===== src/rtl/recibidor_serial_if.sv =====
// Receive-side serial link bundle: serial bit in, deserialized byte out, lock status and FSM state.
// valid_out is a level: it is high for the 8-cycle byte slot after a data byte completes, and there is no ready/back-pressure.
interface recibidor_serial_if;
  logic       data_in;
  logic [7:0] data_out;
  logic       valid_out;
  logic       active;
  logic [1:0] state_dbg;

  modport master (
    input  data_in,
    output data_out,
    output valid_out,
    output active,
    output state_dbg
  );

  modport slave (
    output data_in,
    input  data_out,
    input  valid_out,
    input  active,
    input  state_dbg
  );
endinterface


===== src/rtl/recibidor_serial.sv =====
// Serial receiver: finds byte alignment on COM, locks after BC_REQ aligned COMs,
// then deserializes MSB-first and delivers non-COM/IDLE bytes on data_out/valid_out.
module recibidor_serial #(
  parameter logic [7:0]  COM    = 8'hBC,
  parameter logic [7:0]  IDLE   = 8'h7C,
  parameter int unsigned BC_REQ = 4
) (
  input logic           clk_8f,
  input logic           reset,
  recibidor_serial_if.master bus
);

  typedef enum logic [1:0] {
    SEARCH   = 2'd0,
    ALIGNING = 2'd1,
    ACTIVE   = 2'd2
  } state_t;

  localparam logic [4:0] BC_REQ_W = 5'(BC_REQ);

  state_t     state, state_nxt;
  logic [7:0] sr;
  logic [2:0] bit_cnt, bit_cnt_nxt;
  logic [3:0] bc_cnt, bc_cnt_nxt;
  logic [7:0] data_q, data_nxt;
  logic       valid_q, valid_nxt;
  logic       active_q, active_nxt;
  logic [7:0] cand;
  logic       slot_done;
  logic [4:0] bc_inc;

  // cand is the byte that ends with the bit sampled at this edge
  assign cand      = {sr[6:0], bus.data_in};
  assign slot_done = (bit_cnt == 3'd7);
  assign bc_inc    = {1'b0, bc_cnt} + 5'd1;

  always_ff @(posedge clk_8f) begin
    if (reset) begin
      state    <= SEARCH;
      sr       <= 8'h00;
      bit_cnt  <= 3'd0;
      bc_cnt   <= 4'd0;
      data_q   <= 8'h00;
      valid_q  <= 1'b0;
      active_q <= 1'b0;
    end else begin
      state    <= state_nxt;
      sr       <= cand;
      bit_cnt  <= bit_cnt_nxt;
      bc_cnt   <= bc_cnt_nxt;
      data_q   <= data_nxt;
      valid_q  <= valid_nxt;
      active_q <= active_nxt;
    end
  end

  always_comb begin
    state_nxt   = state;
    bit_cnt_nxt = bit_cnt + 3'd1;
    bc_cnt_nxt  = bc_cnt;
    case (state)
      SEARCH: begin
        bit_cnt_nxt = 3'd0;
        if (cand == COM) begin
          bc_cnt_nxt = 4'd1;
          state_nxt  = (BC_REQ == 1) ? ACTIVE : ALIGNING;
        end
      end
      ALIGNING: begin
        if (slot_done) begin
          if (cand == COM) begin
            bc_cnt_nxt = bc_inc[3:0];
            if (bc_inc == BC_REQ_W) state_nxt = ACTIVE;
          end else begin
            // the broken slot is dropped; sliding search resumes at the next bit
            state_nxt   = SEARCH;
            bc_cnt_nxt  = 4'd0;
            bit_cnt_nxt = 3'd0;
          end
        end
      end
      ACTIVE: begin
        bc_cnt_nxt = bc_cnt;
      end
      default: begin
        state_nxt   = SEARCH;
        bit_cnt_nxt = 3'd0;
        bc_cnt_nxt  = 4'd0;
      end
    endcase
  end

  always_comb begin
    data_nxt   = data_q;
    valid_nxt  = valid_q;
    active_nxt = (state_nxt == ACTIVE);
    if (state == ACTIVE && slot_done) begin
      if (cand == COM || cand == IDLE) begin
        valid_nxt = 1'b0;
      end else begin
        data_nxt  = cand;
        valid_nxt = 1'b1;
      end
    end
  end

  assign bus.data_out  = data_q;
  assign bus.valid_out = valid_q;
  assign bus.active    = active_q;
  assign bus.state_dbg = state;

endmodule


===== src/flat_wrapper.sv =====
// flat-port wrapper written by rule: the top's interface ports become plain ports
module recibidor_serial_flat 
#(
  parameter logic [7:0]  COM    = 8'hBC,
  parameter logic [7:0]  IDLE   = 8'h7C,
  parameter int unsigned BC_REQ = 4
)
  (clk_8f, reset, bus_data_in, bus_data_out, bus_valid_out, bus_active, bus_state_dbg);
  recibidor_serial_if bus_i ();
  input logic clk_8f;
  input logic reset;
  input wire logic [$bits(bus_i.data_in)-1:0] bus_data_in;
  output wire logic [$bits(bus_i.data_out)-1:0] bus_data_out;
  output wire logic [$bits(bus_i.valid_out)-1:0] bus_valid_out;
  output wire logic [$bits(bus_i.active)-1:0] bus_active;
  output wire logic [$bits(bus_i.state_dbg)-1:0] bus_state_dbg;
  assign bus_i.data_in = bus_data_in;
  assign bus_data_out = bus_i.data_out;
  assign bus_valid_out = bus_i.valid_out;
  assign bus_active = bus_i.active;
  assign bus_state_dbg = bus_i.state_dbg;
  recibidor_serial #(.COM(COM), .IDLE(IDLE), .BC_REQ(BC_REQ)) u_core (.clk_8f(clk_8f), .reset(reset), .bus(bus_i));
endmodule

===== config.mk =====
export PLATFORM = sky130hd
export DESIGN_NAME = recibidor_serial_flat
export DESIGN_NICKNAME = d
export VERILOG_FILES = /design/src/rtl/recibidor_serial_if.sv /design/src/rtl/recibidor_serial.sv /design/src/flat_wrapper.sv
export SDC_FILE = /design/constraint.sdc
export NUM_CORES = 1
export LEC_CHECK = 0
export CAP_MARGIN = 30
export CORE_MARGIN = 10
export CORE_UTILIZATION = 40
export DETAILED_ROUTE_END_ITERATION = 10
export PLACE_DENSITY = 0.62
export SYNTH_ARGS = -nofsm -noshare
export SYNTH_HDL_FRONTEND = slang
export SYNTH_SLANG_ARGS = --single-unit

===== constraint.sdc =====
create_clock -name clk_8f -period 1.38 [get_ports clk_8f]
set_input_delay 0.138 -clock clk_8f [delete_from_list [all_inputs] [get_ports clk_8f]]
set_output_delay 0.138 -clock clk_8f [all_outputs]
set_load 0.005 [all_outputs]

## Word-level counts from Yosys, hierarchy flattened

Cells that the tools add are included.

- Output and inout port bits: 12
- Bits in registers: 26
- Word-level logic and storage cells: 38

- Reduce and logical (&&, ||, !) cells: 5
- Eq/ne operators: 9
- Bitwise gates (word level): 2
- Add/subtract/negate cells: 2
- Mux-type cells: 13

Operator list:

| cell | number |
|---|---|
| 2-to-1 mux 4 bit | 3 |
| case mux 4 bit (3 select lines) | 1 |
| equality test 8 x 7 -> 1 bit (second input constant) | 1 |
| equality test 8 bit (second input constant) | 1 |
| 2-to-1 mux 2 bit | 4 |
| 2-to-1 mux 3 bit | 2 |
| case mux 2 bit (3 select lines) | 1 |
| case mux 3 bit (2 select lines) | 1 |
| adder 4 x 1 -> 5 bit (second input constant) | 1 |
| equality test 5 x 3 -> 1 bit (second input constant) | 1 |
| equality test 2 bit (second input constant) | 2 |
| != test 2 x 1 -> 1 bit (second input constant) | 2 |
| adder 3 x 1 -> 3 bit (second input constant) | 1 |
| equality test 3 bit (second input constant) | 1 |
| AND reduction 3 bit | 1 |
| equality test 2 x 1 -> 1 bit (second input constant) | 1 |
| zero test 2 bit | 1 |
| inverter 1 bit | 2 |
| AND reduction 2 bit | 1 |
| logical AND 1 bit | 1 |
| logical OR 1 bit | 1 |
| 2-to-1 mux 1 bit | 1 |

## Depth between registers and ports, before layout

Gate-level depths: netlist of run 1.

- Depth in word-level cells: 7
- Mapped depth: 7
- Mapped depth without buffers: 6

## Worst setup path after synthesis of run 1

OpenSTA, ideal clock, no wires.

- Path type: reg2reg
- Start point: reg u_core.state[1], in the netlist u_core.bus.state_dbg[1]
- End point: reg u_core.data_q[0], in the netlist u_core.bus.data_out[0]
- Required time: 1252 ps
- Arrival: 1352 ps
- Library setup time: 128 ps
- Slack: -99 ps
- Buffers on the path: 0
- Cell stages (with the launch flop): 6
- Path through: dfxtp_1 ha_1 nand2_1 a31oi_4 mux2i_1 nor2_1

- Word-level cells in the longest chain between the ends: 3

Ends and longest elaborated chain:

| item | RTL line | text |
|---|---|---|
| start, declared | recibidor_serial.sv:21 | `state_t state, state_nxt;` |
| start signal, assigned | recibidor_serial.sv:47 | `state <= state_nxt;` |
| equality test 2 bit | recibidor_serial.sv:97 | `if (state == ACTIVE && slot_done) begin` |
| logical AND 1 bit | recibidor_serial.sv:97 |  |
| AND reduction 2 bit (no line) | - |  |
| end signal, assigned | recibidor_serial.sv:51 | `data_q <= data_nxt;` |
| end, declared | recibidor_serial.sv:25 | `logic [7:0] data_q, data_nxt;` |

Every way passes these cells.
A chain may end at the register's enable or synchronous reset.

## Worst setup path in the final report of run 1

- Start point: reg u_core.sr[4]
- End point: reg u_core.data_q[6], in the netlist u_core.bus.data_out[6]

- Word-level cells in the longest chain between the ends: 4
- Elaborated cells between the ends (all ways): 5

Ends and longest elaborated chain:

| item | RTL line | text |
|---|---|---|
| start, declared | recibidor_serial.sv:22 | `logic [7:0] sr;` |
| start signal, assigned | recibidor_serial.sv:48 | `sr <= cand;` |
| equality test 8 bit or equality test 8 x 7 -> 1 bit (tied branches) | recibidor_serial.sv:98 | `if (cand == COM \|\| cand == IDLE) begin` |
| logical OR 1 bit * | recibidor_serial.sv:98 |  |
| inverter 1 bit (no line) * | - |  |
| AND reduction 2 bit (no line) * | - |  |

Mark *: on every way between the ends. The rest lies on a longest branch, timed or not.

==> key figures, run 1 <==
Floorplan
  • Io pins: 15
  • Row cnt: 19
  • Die W: 74.4 microns
  • Die Y: 74.4 microns
  • Die area: 0.00553 sq mm
  • Core ar.: 0.00278 sq mm
  • Initial Utilization: 42.5%

Run
  • # Max-Cap Violations: 0

Outcome
  • Violated checks: negative setup slack
  • Status: finished with violations

Worst setup path
  • Crit Path Class: flop to flop
  • Worst path bufs/invs: 2
  • Reg2Reg Depth: 6
  • R2R Path End: u_core.bus.data_out[6]
  • Critical Path RT: 1.63 ns
  • Worst Path Max Fanout: 4
  • CP max stage delay: 0.36 ns
  • WP data arrival: 1.69 ns
  • Crit path max-delay family: flip-flops
  • Type of origin of the critical path: flop
  • RR Startpoint: u_core.sr[4]
  • Worst reg-to-reg setup slack: -0.07 ns
  • Crit path capture type: flop
  • CP max stage cell: dfxtp_2
  • Cell chain of the critical path: and4b_2 > buf_4 > a31oi_4 > buf_6 > mux2i_1 > nor2_1

Logic synthesis
  • Syn nets: 130
  • Post-Syn Instances: 119
  • Seq cells post-synth: 26
  • Post-Syn Area per Cell: 9.94 sq um
  • Yosys warns: 0
  • Unique masters post-synth: 34
  • Synth Cell Area: 0.00118 sq mm
  • Post-synthesis sequential area ratio: 44.0%

Placed design
  • Post-DP HPWL: 1.95 mm
  • Dpl ws: -0.396 ns
  • Placer Congestion: 0.831
  • Number of I/O port buffers: 14
  • Placed Area: 0.00153 sq mm

Min path
  • Hold WC Path Type: input pin to flop
  • Hold Path Stages: 2
  • Hold Startpoint: bus_data_in
  • Hold EP: u_core.sr[0]

Routing
  • DRT iter0 DRCs: 86
  • DRT Wirelength: 3.02 mm
  • Via density: 5.47
  • Drt drc: 0
  • TritonRoute pass-1 iters: 4
  • Routed Antenna Nets: 0
  • Wire per inst: 16.0 microns
  • Vias after detailed routing: 1033

Power
  • Pwr/cell area: 736 mW/mm^2
  • Pwr Total: 1.33 mW
  • Leakage: 0.769 nW
  • Max rail drop VDD: 0.000760 V

Timing
  • Setup WS post-layout: -0.0659 ns
  • Fmax: 0.692 GHz
  • Slew @ Worst Pin: 0.320 ns
  • Unrepaired setup endpoints after global routing: yes
  • Final min period: 1.45 ns
  • Hold slack: 0.397 ns
  • Worst slew margin: 78.6%
  • Setup violations, final: 11
  • Final period util: 105%
  • Layout Skew: 0.00887 ns
  • Slew Viols, Final: 0
  • Hold Violations, Final: 0
  • Setup TNS: -0.357 ns

Clocking
  • Post-cts hold buffer count: 0
  • CTS Buf Count: 3
  • CTS tree: yes
  • Worst-Skew Late Latency: 0.34 ns
  • # clock sinks: 26
  • CTS H-Tree Depth: 1
  • Clock Root Buffer: clkbuf_4
  • Clock-pin slew on the worst setup and hold paths: 0.15 ns
  • Max Buffers Root-to-Sink: 2

Global routing
  • Gr usage total: 10.7%
  • Vias in the first global route: 1048
  • Global-route wire length before repair: 4.74 mm
  • Initial antenna violation count: 0
  • Global route overflow: 0
  • Largest net degree at the start of global routing: 25

Cells and area
  • Commonest non-fill, non-tap cell in the layout: buf_4
  • Area grow syn2layout: 53.4%
  • Nets: 170
  • Most frequent cells in the layout: 21 x buf_4, 14 x dfxtp_2, 13 x nor2_1, 9 x nor2b_1, 9 x dfxtp_1
  • Layout cells sized above 1: 49.4%
  • Post-layout instance area: 0.00181 sq mm
  • # diodes: 0
[logic make-up after synthesis]
kind of cell | after synthesis | share of synthesized area, %
multiplexers | 6 | 5.08
buffers and inverters | 9 | 3.81
AND/OR/NAND/NOR | 48 | 25.2
AO/OA/AOI/OAI | 21 | 12.7
adder cells (fa/ha/maj) | 8 | 8.47
XOR/XNOR | 1 | 0.741
flip-flops | 26 | 44.0
[Yosys cell counts, drive strengths merged]
library cell  count  area, sq um
inv               5         18.8
a21oi             8         43.8
mux2i             6         60.1
and4b             2         21.3
o31ai             1         7.51
a31o              1         8.76
a21boi            1         7.51
nand4b            1         8.76
a31oi             1         21.3
nor2             15         56.3
a21o              1         7.51
o21ai             4         20.0
xor2              1         8.76
and3              1         6.26
a211oi            1         7.51
nand3             1         5.00
nor2b             9         56.3
a2bb2oi           2         17.5
nor4bb            3         36.3
nor4              3         18.8
nand4             4         25.0
buf               2         18.8
nand4bb           2         22.5
nand2             3         11.3
nor3              3         15.0
a311oi            1         8.76
clkbuf            2         7.51
ha                8          100
nor4b             1         15.0
dfxtp            26          521
[per-stage QoR]
step | util (%) | std cells
after floorplan | - | 119
after global placement | 55.1 | 183
after detailed placement | 55.1 | 183
after CTS | 60.1 | 188
after global routing | 65.2 | 189
final | 65.2 | 189
[where the power goes]
| part | total [mW] | leakage, nW | internal, mW | switching, mW |
|---|---|---|---|---|
| clock network | 0.541 | 0.0279 | 0.294 | 0.247 |
| registers | 0.757 | 0.219 | 0.751 | 0.00603 |
| logic | 0.0367 | 0.521 | 0.0187 | 0.0180 |
[registers in the layout (all words and copies together), names as in the netlist]
| name | count |
|---|---|
| u_core.bc_cnt | 4 |
| u_core.bit_cnt | 3 |
| u_core.bus.active | 1 |
| u_core.bus.data_out | 8 |
| u_core.bus.state_dbg | 2 |
| u_core.bus.valid_out | 1 |
| u_core.sr | 7 |
[layer usage]
metal,up-vias,part of all wire (%),GRT usage [%]
li1,507,-,-
met1,492,42,12.3
met2,28,50,17.5
met3,6,5.8,3.46
met4,0,2.0,5.28
met5,-,0,0
[final cells by class]
class	count	area [sq um]
Clock buffer	3	22.5
Clock inverter	1	30.0
Fill cell	216	967
Inverter	5	23.8
Multi-Input combinational cell	84	800
Sequential cell	26	549
Tap cell	31	38.8
Timing Repair Buffer	39	350
[how the worst max path moves through the flow]
stage	start	to	slack, ns	depth (start not counted)
floorplan	u_core.bus.state_dbg[0]	u_core.bus.data_out[0]	-0.04	6
global placement	bus_data_in	u_core.bit_cnt[2]	-0.34	5
detailed placement	bus_data_in	u_core.bit_cnt[2]	-0.40	5
CTS	u_core.sr[5]	u_core.bus.state_dbg[0]	-0.03	4
global route	u_core.sr[4]	u_core.bus.data_out[6]	-0.13	6
finish	u_core.sr[4]	u_core.bus.data_out[6]	-0.07	6
[timing repair]
action,in CTS,in global routing
endpoints found under the setup margin,18,23
gates resized for setup,27,38
pin swaps,8,17
gates cloned,0,0
setup buffers,1,1
(Power assumes the default switching activity.)
==> run 2, diff against run 1 <==
Settings changed: SLEW_MARGIN from default to 20.
==> results of run 2 <==
Same layout as run 1: the final DEF is identical, and so are final timing and power.
